### src/rtl/covox_sd_dac.sv
// Covox 8-bit port #FB sample latch feeding a first-order sigma-delta DAC (1-bit output).
// Optional COVOX_BEEPER_MIX_EN mixes the beeper and tape-out bits into the modulator input.
module covox_sd_dac (
  input  logic       cpu_clock,
  input  logic       reset,
  input  logic       covox,
  input  logic [7:0] d,
  input  logic       beeper,
  input  logic       tapeout,
  output logic       dac_out,
  output logic [7:0] sample,
  output logic       sample_stb
);

  typedef enum logic [1:0] {ST_IDLE, ST_ARM, ST_HOLD} state_t;

  state_t     r_state;
  logic       r_s_stb;
  logic [7:0] r_s_d;
  logic [7:0] r_temp;
  logic [7:0] r_sample;
  logic       r_sample_stb;
  logic [7:0] r_acc;
  logic       r_dac_out;

  logic [7:0] w_mix;
  logic [8:0] w_sum;

  // The strobe must be seen on two consecutive registered cycles before it commits,
  // so single-cycle decoder glitches never reach the sample register.
  always_ff @(posedge cpu_clock or negedge reset) begin
    if (!reset) begin
      r_state      <= ST_IDLE;
      r_s_stb      <= 1'b0;
      r_s_d        <= 8'h00;
      r_temp       <= 8'h00;
      r_sample     <= 8'h80;
      r_sample_stb <= 1'b0;
    end else begin
      r_s_stb      <= covox;
      r_s_d        <= d;
      r_sample_stb <= 1'b0;
      case (r_state)
        ST_IDLE: begin
          if (r_s_stb) begin
            r_temp  <= r_s_d;
            r_state <= ST_ARM;
          end
        end
        ST_ARM: begin
          if (r_s_stb) begin
            r_sample     <= r_temp;
            r_sample_stb <= 1'b1;
            r_state      <= ST_HOLD;
          end else begin
            r_temp  <= 8'h00;
            r_state <= ST_IDLE;
          end
        end
        ST_HOLD: begin
          if (!r_s_stb) begin
            r_state <= ST_IDLE;
          end
        end
        default: r_state <= ST_IDLE;
      endcase
    end
  end

`ifdef COVOX_BEEPER_MIX_EN
  // Worst case 127 + 96 + 32 = 255, so the sum never wraps.
  assign w_mix = {1'b0, r_sample[7:1]} + (beeper ? 8'd96 : 8'd0) + (tapeout ? 8'd32 : 8'd0);
`else
  logic w_unused_mix;
  assign w_unused_mix = beeper ^ tapeout;
  assign w_mix        = r_sample;
`endif

  assign w_sum = {1'b0, r_acc} + {1'b0, w_mix};

  // Carry-out of the accumulator is the output bit; density is mix/256 per 256 cycles.
  always_ff @(posedge cpu_clock or negedge reset) begin
    if (!reset) begin
      r_acc     <= 8'h00;
      r_dac_out <= 1'b0;
    end else begin
      r_acc     <= w_sum[7:0];
      r_dac_out <= w_sum[8];
    end
  end

  assign dac_out    = r_dac_out;
  assign sample     = r_sample;
  assign sample_stb = r_sample_stb;

endmodule

### config.mk
export PLATFORM = sky130hd
export DESIGN_NAME = covox_sd_dac
export DESIGN_NICKNAME = d
export VERILOG_FILES = /design/src/rtl/covox_sd_dac.sv
export SDC_FILE = /design/constraint.sdc
export NUM_CORES = 1
export LEC_CHECK = 0
export CAP_MARGIN = 15
export CORE_ASPECT_RATIO = 0.5
export CORE_UTILIZATION = 55
export CTS_BUF_LIST = sky130_fd_sc_hd__clkbuf_4 sky130_fd_sc_hd__clkbuf_8
export CTS_CLUSTER_DIAMETER = 120
export DETAILED_ROUTE_END_ITERATION = 6
export DONT_BUFFER_PORTS = 1
export PLACE_DENSITY = 0.81
export REMOVE_ABC_BUFFERS = 1
export SLEW_MARGIN = 20
export SYNTH_ARGS = -nofsm -noshare
export SYNTH_HDL_FRONTEND = slang
export SYNTH_SLANG_ARGS = --single-unit
### constraint.sdc
create_clock -name cpu_clock -period 3.28 [get_ports cpu_clock]
set_input_delay 0.656 -clock cpu_clock [delete_from_list [all_inputs] [get_ports cpu_clock]]
set_output_delay 0.656 -clock cpu_clock [all_outputs]
set_load 0.05 [all_outputs]
==> flow_summary.yaml, run 1 <==
floorplan:
  initial_core_util_pct: 58.6
  pin_count: 23
  die_h_um: 39.5
  dieWidth_um: 76.9
  dieArea_um2: 3040
  rows: 13
  core_region_area_um2: 2640
logic_synthesis:
  ys_seq_elements: 37
  ys_types: 33
  synth-edff-count: 0
  synth_area_per_cell_um2: 12.2
  synthArstFlopShare_pct: 100
  synthFlopType: "dfrtp_1"
  yosysWarnings: 0
  syn_inst: 127
  ys_seq_area_share_pct: 60.0
  netlist_area_um2: 1540
global_routing:
  grt_usage_pct: 19.5
  busiest_layer: "met2"
  grt_max_degree: 38
  grt_pass1_vias: 879
  antenna_found_initial: 0
  grt_pass1_wl_mm: 4.13
  grt_use_met3_pct: 5.81
  use_met1_pct: 26.1
  grt-ovfl-total: 0
  use_met2_pct: 29.9
drt:
  drtIter0Drc: 25
  routed_wl_mm: 2.45
  viasPerCell: 5.44
  ant_nets: 0
  dr.pass1.iters: 4
  drc: 0
  num_vias: 924
  avgRoutedWirePerCell_um: 14.4
cts:
  clk_latency_ns: 0.28
  cts_tree: "done"
  cts.path.max_buffers: 2
  cts.sinks: 37
  numCtsBuffers: 5
  cts_max_level: 2
  ctsHoldBuffers: 0
  root_buffer: "clkbuf_8"
  post-cts-setup-buffers: 0
  post_cts_resized: 0
  clkSlewWorstSetupHoldPaths_ns: 0.08
sta:
  hold_viol_final: 0
  finalCritPeriodShare_pct: 60.4
  slew_violations: 0
  finalCriticalPeriod_ns: 1.98
  tightest_slew_ns: 0.578
  setup_tns_ns: 0
  max_slew_margin_pct: 61.5
  finalClockSkew_ns: 0.00812
  rsz0062_at_grt: "false"
  fmax_mhz: 505
  finalSetupViolCount: 0
cells_and_area:
  n_antenna_cell: 0
  area_growth_pct: 9.64
  post-route-util_pct: 64.2
  nets: 154
  final_cell_mix: "dfrtp_1, nand2_1, a22o_1"
  drive_gt1_share_pct: 10.5
  final_common_cell: "dfrtp_1"
worst_setup_path:
  path_depth: 5
  cp.arrival_ns: 2.14
  crit_slowest_cell: "dfrtp_1"
  rr_worst_depth: 5
  slowest_delay_ns: 0.57
  crit_path_end_kind: "register"
  crit_chain: "ha_1, fa_1, a21oi_1, o21a_1, o21ai_0"
  path_max_fanout: 3
  start_kind: "register"
  crit_family: "adder cells"
  critPathBufInv: 0
  crit_type: "reg2reg"
  cp.required_ns: 3.44
power:
  p_per_area_nw_per_um2: 1150
  power.leakage_nw: 0.831
  vdd_drop_max_v: 0.000392
  power_w: 0.00195
run:
  max-cap-violations: 0
placement:
  dpl.hpwl_mm: 1.65
  io_buffers: 0
  gp_congestion: 0.750
worst_hold_path:
  hp-class: "in2async"
outcome:
  status: "complete, no violations"
stage by stage:
stage / worst slack, ns / area, um^2 / instances / hold slack (ns)
global placement: 1.37 / 1580 / 162 / 0.361
finish: 1.30 / 1690 / 170 / 0.0609
global route: 1.17 / 1690 / 170 / 0.0389
CTS: 1.29 / 1690 / 170 / 0.0483
detailed placement: 1.33 / 1580 / 162 / 0.361
floorplan: 1.49 / 1540 / 125 / 0.360
state kept, by name (all words and copies together), names as in the netlist:
| signal | count |
|---|---|
| dac_out | 1 |
| r_s_d | 8 |
| r_acc | 8 |
| sample_stb | 1 |
| r_temp | 8 |
| r_state | 2 |
| r_s_stb | 1 |
| sample | 8 |
path summary, 6_finish.rpt:
| check | start | endpoint | slack [ns] |
|---|---|---|---|
| min | reset | sample[1] | 0.06 |
| min in group cpu_clock | d[1] | r_s_d[1] | 0.39 |
| min reg2reg | r_acc[0] | r_acc[0] | 0.47 |
| max reg2reg | sample[0] | dac_out | 1.30 |
| max in group asynchronous | reset | sample[7] | 3.04 |
| max | sample[0] | dac_out | 1.30 |
where the power goes:
part / total (W) / internal, W / switching, W
clock: 0.000387 / 0.000234 / 0.000153
sequential: 0.000924 / 0.000613 / 0.000311
combinational: 0.000643 / 0.000306 / 0.000337
total: 0.00195 / 0.00115 / 0.000801
final cells by class:
class	instances	area [um^2]
fillers	216	942
flip-flops and latches	37	927
multi-input cells	83	589
clock buffers	6	76.3
well taps	37	46.3
clock inverters	2	35.0
inverters	5	18.8
routing by layer:
layer  part of all wire (%)  vias to the layer above  routed length, um
met3                    4.9                        4                119
met1                     50                      438               1220
met4                    1.1                        0                 26
met5                      0                        -                  0
met2                     44                       21               1080
li1                       -                      461                  -
cell usage after synthesis (2+ instances only):
cell type,n,share of area (%)
a21o_1,2,0.97
xor2_1,3,1.7
a311o_1,2,1.3
ha_1,8,6.5
inv_1,3,0.73
nand3_1,3,0.97
xnor2_1,2,1.1
nand2_1,26,6.3
a21oi_1,4,1.3
a22o_1,16,9.1
dfrtp_1,36,58
cell families (layout without fill, tap and decap cells):
logic type	count (synthesis)	in the layout	synth area share, %
AND/OR/NAND/NOR	38	38	11.1
flip-flops	37	37	60.0
AO/OA/AOI/OAI	31	31	16.5
adder cells (fa/ha/maj)	9	9	7.78
buffers and inverters	7	13	1.78
XOR/XNOR	5	5	2.84
Note: power is estimated with default switching activity, not from simulation.
==> run 2, diff against run 1 <==
--- a/config.mk
+++ b/config.mk
@@ -5,6 +5,7 @@
 export SDC_FILE = /design/constraint.sdc
 export NUM_CORES = 1
 export LEC_CHECK = 0
+export ABC_AREA = 1
 export CAP_MARGIN = 15
 export CORE_ASPECT_RATIO = 0.5
 export CORE_UTILIZATION = 55
@@ -12,7 +13,7 @@
 export CTS_CLUSTER_DIAMETER = 120
 export DETAILED_ROUTE_END_ITERATION = 6
 export DONT_BUFFER_PORTS = 1
-export PLACE_DENSITY = 0.81
+export PLACE_DENSITY = 0.84
 export REMOVE_ABC_BUFFERS = 1
 export SLEW_MARGIN = 20
 export SYNTH_ARGS = -nofsm -noshare
==> constraint.sdc (replaced) <==
create_clock -name cpu_clock -period 1.8 [get_ports cpu_clock]
set_input_delay 0.36 -clock cpu_clock [delete_from_list [all_inputs] [get_ports cpu_clock]]
set_output_delay 0.36 -clock cpu_clock [all_outputs]
set_load 0.05 [all_outputs]
==> run 2 against run 1 <==
- routed wire length down 0.25%
- global-route usage down 1.2 points
- sequential share of layout area down 2.5 points
- flip-flop and latch count unchanged
- worst hold slack better by 0.033 ns
- combinational power up 120%
- utilization up 3.6 points
- clock skew down 0.0057 ns
- design area up 4.9%
- synthesized cell count up 17%
- highest routed layer unchanged
==> flow_summary.yaml, run 2 <==
global_routing:
  grt_pass1_vias: 757
  grt_max_degree: 38
  grt-ovfl-total: 0
  grt_pass1_wl_mm: 3.68
  antenna_found_initial: 0
  grt_usage_pct: 18.3
logic_synthesis:
  yosys.area.top_type: "dfrtp_1"
  ys_seq_area_share_pct: 60.4
  synthFlopType: "dfrtp_1"
  ys_types: 19
  syn_inst: 148
  synth-edff-count: 0
  synth_area_per_cell_um2: 10.4
  netlist_top_cells_area: "dfrtp_1, nand2_1, ha_1, o21ai_2, inv_1"
  yosysMostFrequentCell: "nand2_1"
  ys_seq_elements: 37
  netlist_area_um2: 1540
  synth_top_cells_by_count: "nand2_1, dfrtp_1, inv_1"
  synth_top_area_share_pct: 58.7
  synthArstFlopShare_pct: 100
  yosysWarnings: 0
power:
  vdd_drop_max_v: 0.00102
  p_per_area_nw_per_um2: 1890
  power.leakage_nw: 0.922
cells_and_area:
  nets: 186
  multi_input_area_um2: 522
  post-route-util_pct: 67.8
  n_antenna_cell: 0
  regArea_um2: 927
  fillers: 177
  final_cell_mix: "nand2_1, dfrtp_1, inv_1"
  drive_gt1_share_pct: 18.8
  final_common_cell: "nand2_1"
  area_growth_pct: 15.6
cts:
  numCtsBuffers: 5
  clkSlewWorstSetupHoldPaths_ns: 0.07
  cts.path.max_buffers: 2
  post-cts-setup-buffers: 0
  post_cts_resized: 0
  cts_max_level: 2
  clk_latency_ns: 0.29
  root_buffer: "clkbuf_8"
  cts_tree: "done"
  ctsHoldBuffers: 2
  cts.sinks: 37
placement:
  dpl.hpwl_mm: 1.63
  post-place-ws_ns: 0.207
  io_buffers: 0
  gp_congestion: 0.759
worst_setup_path:
  reg2reg_setup_slack_ns: 0.18
  cp.arrival_ns: 1.80
  cp.required_ns: 1.98
  path_depth: 8
  crit_path_end_kind: "register"
  r2r_end: "r_acc[6]"
  start_kind: "register"
  critPathBufInv: 0
  crit_type: "reg2reg"
  path_max_fanout: 2
  startpoint: "sample[0]"
  crit_chain: "ha_1, fa_1, nand2_1, nand2_1, nand3b_1, nand2_1, nand2_1, nand2_1"
  cp_common_cell: "nand2_1"
  timing.rr.start: "sample[0]"
  rr_worst_depth: 8
  endpoint: "r_acc[6]"
  slowest_delay_ns: 0.41
  crit_family: "adder cells"
  crit_slowest_cell: "fa_1"
floorplan:
  dieArea_um2: 3020
  initial_core_util_pct: 58.6
  core_region_area_um2: 2620
  pin_count: 23
  rows: 13
  dieWidth_um: 76.7
  die_h_um: 39.4
run:
  max-cap-violations: 0
sta:
  finalCritPeriodShare_pct: 89.9
  fmax_mhz: 618
  slew_violations: 0
  finalSetupViolCount: 0
  hold_viol_final: 0
  finalClockSkew_ns: 0.00240
  max_slew_margin_pct: 70.5
  tightest_slew_ns: 0.443
  finalCriticalPeriod_ns: 1.62
  rsz0062_at_grt: "false"
  fin_ws_ns: 0.182
  setup_tns_ns: 0
outcome:
  status: "complete, no violations"
worst_hold_path:
  hp-class: "in2reg"
  hold_depth: 0
drt:
  drtIter0Drc: 39
  ant_nets: 0
  drc: 0
  dr.pass1.iters: 4
  num_vias: 989
  routed_wl_mm: 2.44
  avgRoutedWirePerCell_um: 12.1
  viasPerCell: 4.90
## run 2: cell count changes after synthesis, sizes merged, moves of 4 or more
cell   before  now
nand2      26   44
a22o       16    0
o21ai       1   17
inv         4   19
nor2        1    5
## run 2: layout make-up
type	count	share of cell area, %
flip-flops and latches	37	52.2
multi-input cells	90	29.4
repair buffers	10	5.07
clock buffers	6	4.30
inverters	20	4.23
well taps	37	2.61
clock inverters	2	2.18
## run 2: worst reg2reg max path, delay by kind of cell, from the launching register on
| kind | cells | cell delay, ns |
|---|---|---|
| AND/OR/NAND/NOR | 6 | 0.47 |
| adder cells (fa/ha/maj) | 2 | 0.66 |
| flip-flops | 1 | 0.38 |
## run 2: cells by family (layout without fill, tap and decap cells)
| logic type | after synthesis | after routing | synth area share (%) |
|---|---|---|---|
| buffers and inverters | 21 | 38 | 5.62 |
| DFF | 37 | 37 | 60.4 |
| adders and majority gates | 9 | 9 | 7.82 |
| AOI/OAI and AO/OA | 20 | 20 | 8.72 |
| xor gates and xnor gates | 3 | 3 | 1.71 |
| and+or+nand+nor | 58 | 58 | 15.7 |
## run 2: report_power, final
part	leakage, nW	internal [W]	switching [W]
Clock	0.0588	0.000431	0.000292
Sequential	0.453	0.00108	0.000145
Combinational	0.409	0.000513	0.000889
## run 2: worst min-delay path by stage
stage                     start       end  slack (ns)
after floorplan           reset   dac_out        0.06
after global placement    reset   dac_out        0.06
after detailed placement  reset   dac_out        0.06
after CTS                  d[4]  r_s_d[4]        0.09
after global routing       d[2]  r_s_d[2]        0.07
final                      d[6]  r_s_d[6]        0.09
## run 2: stage by stage
step / area [um^2] / hold slack, ns / std cells / power (W)
after global routing: 1780 / 0.0697 / 202 / 0.00358
after global placement: 1630 / 0.0649 / 192 / 0.00257
after floorplan: 1520 / 0.0644 / 147 / 0.00231
after CTS: 1780 / 0.0873 / 202 / 0.00338
after detailed placement: 1630 / 0.0649 / 192 / 0.00262
final: 1780 / 0.0935 / 202 / 0.00335
## run 2: routing by layer
metal / wire length, um / global-route usage, %
met4: 32 / 5.77
met1: 1160 / 21.8
met5: 0 / 0
met2: 1110 / 28.1
met3: 133 / 10.7
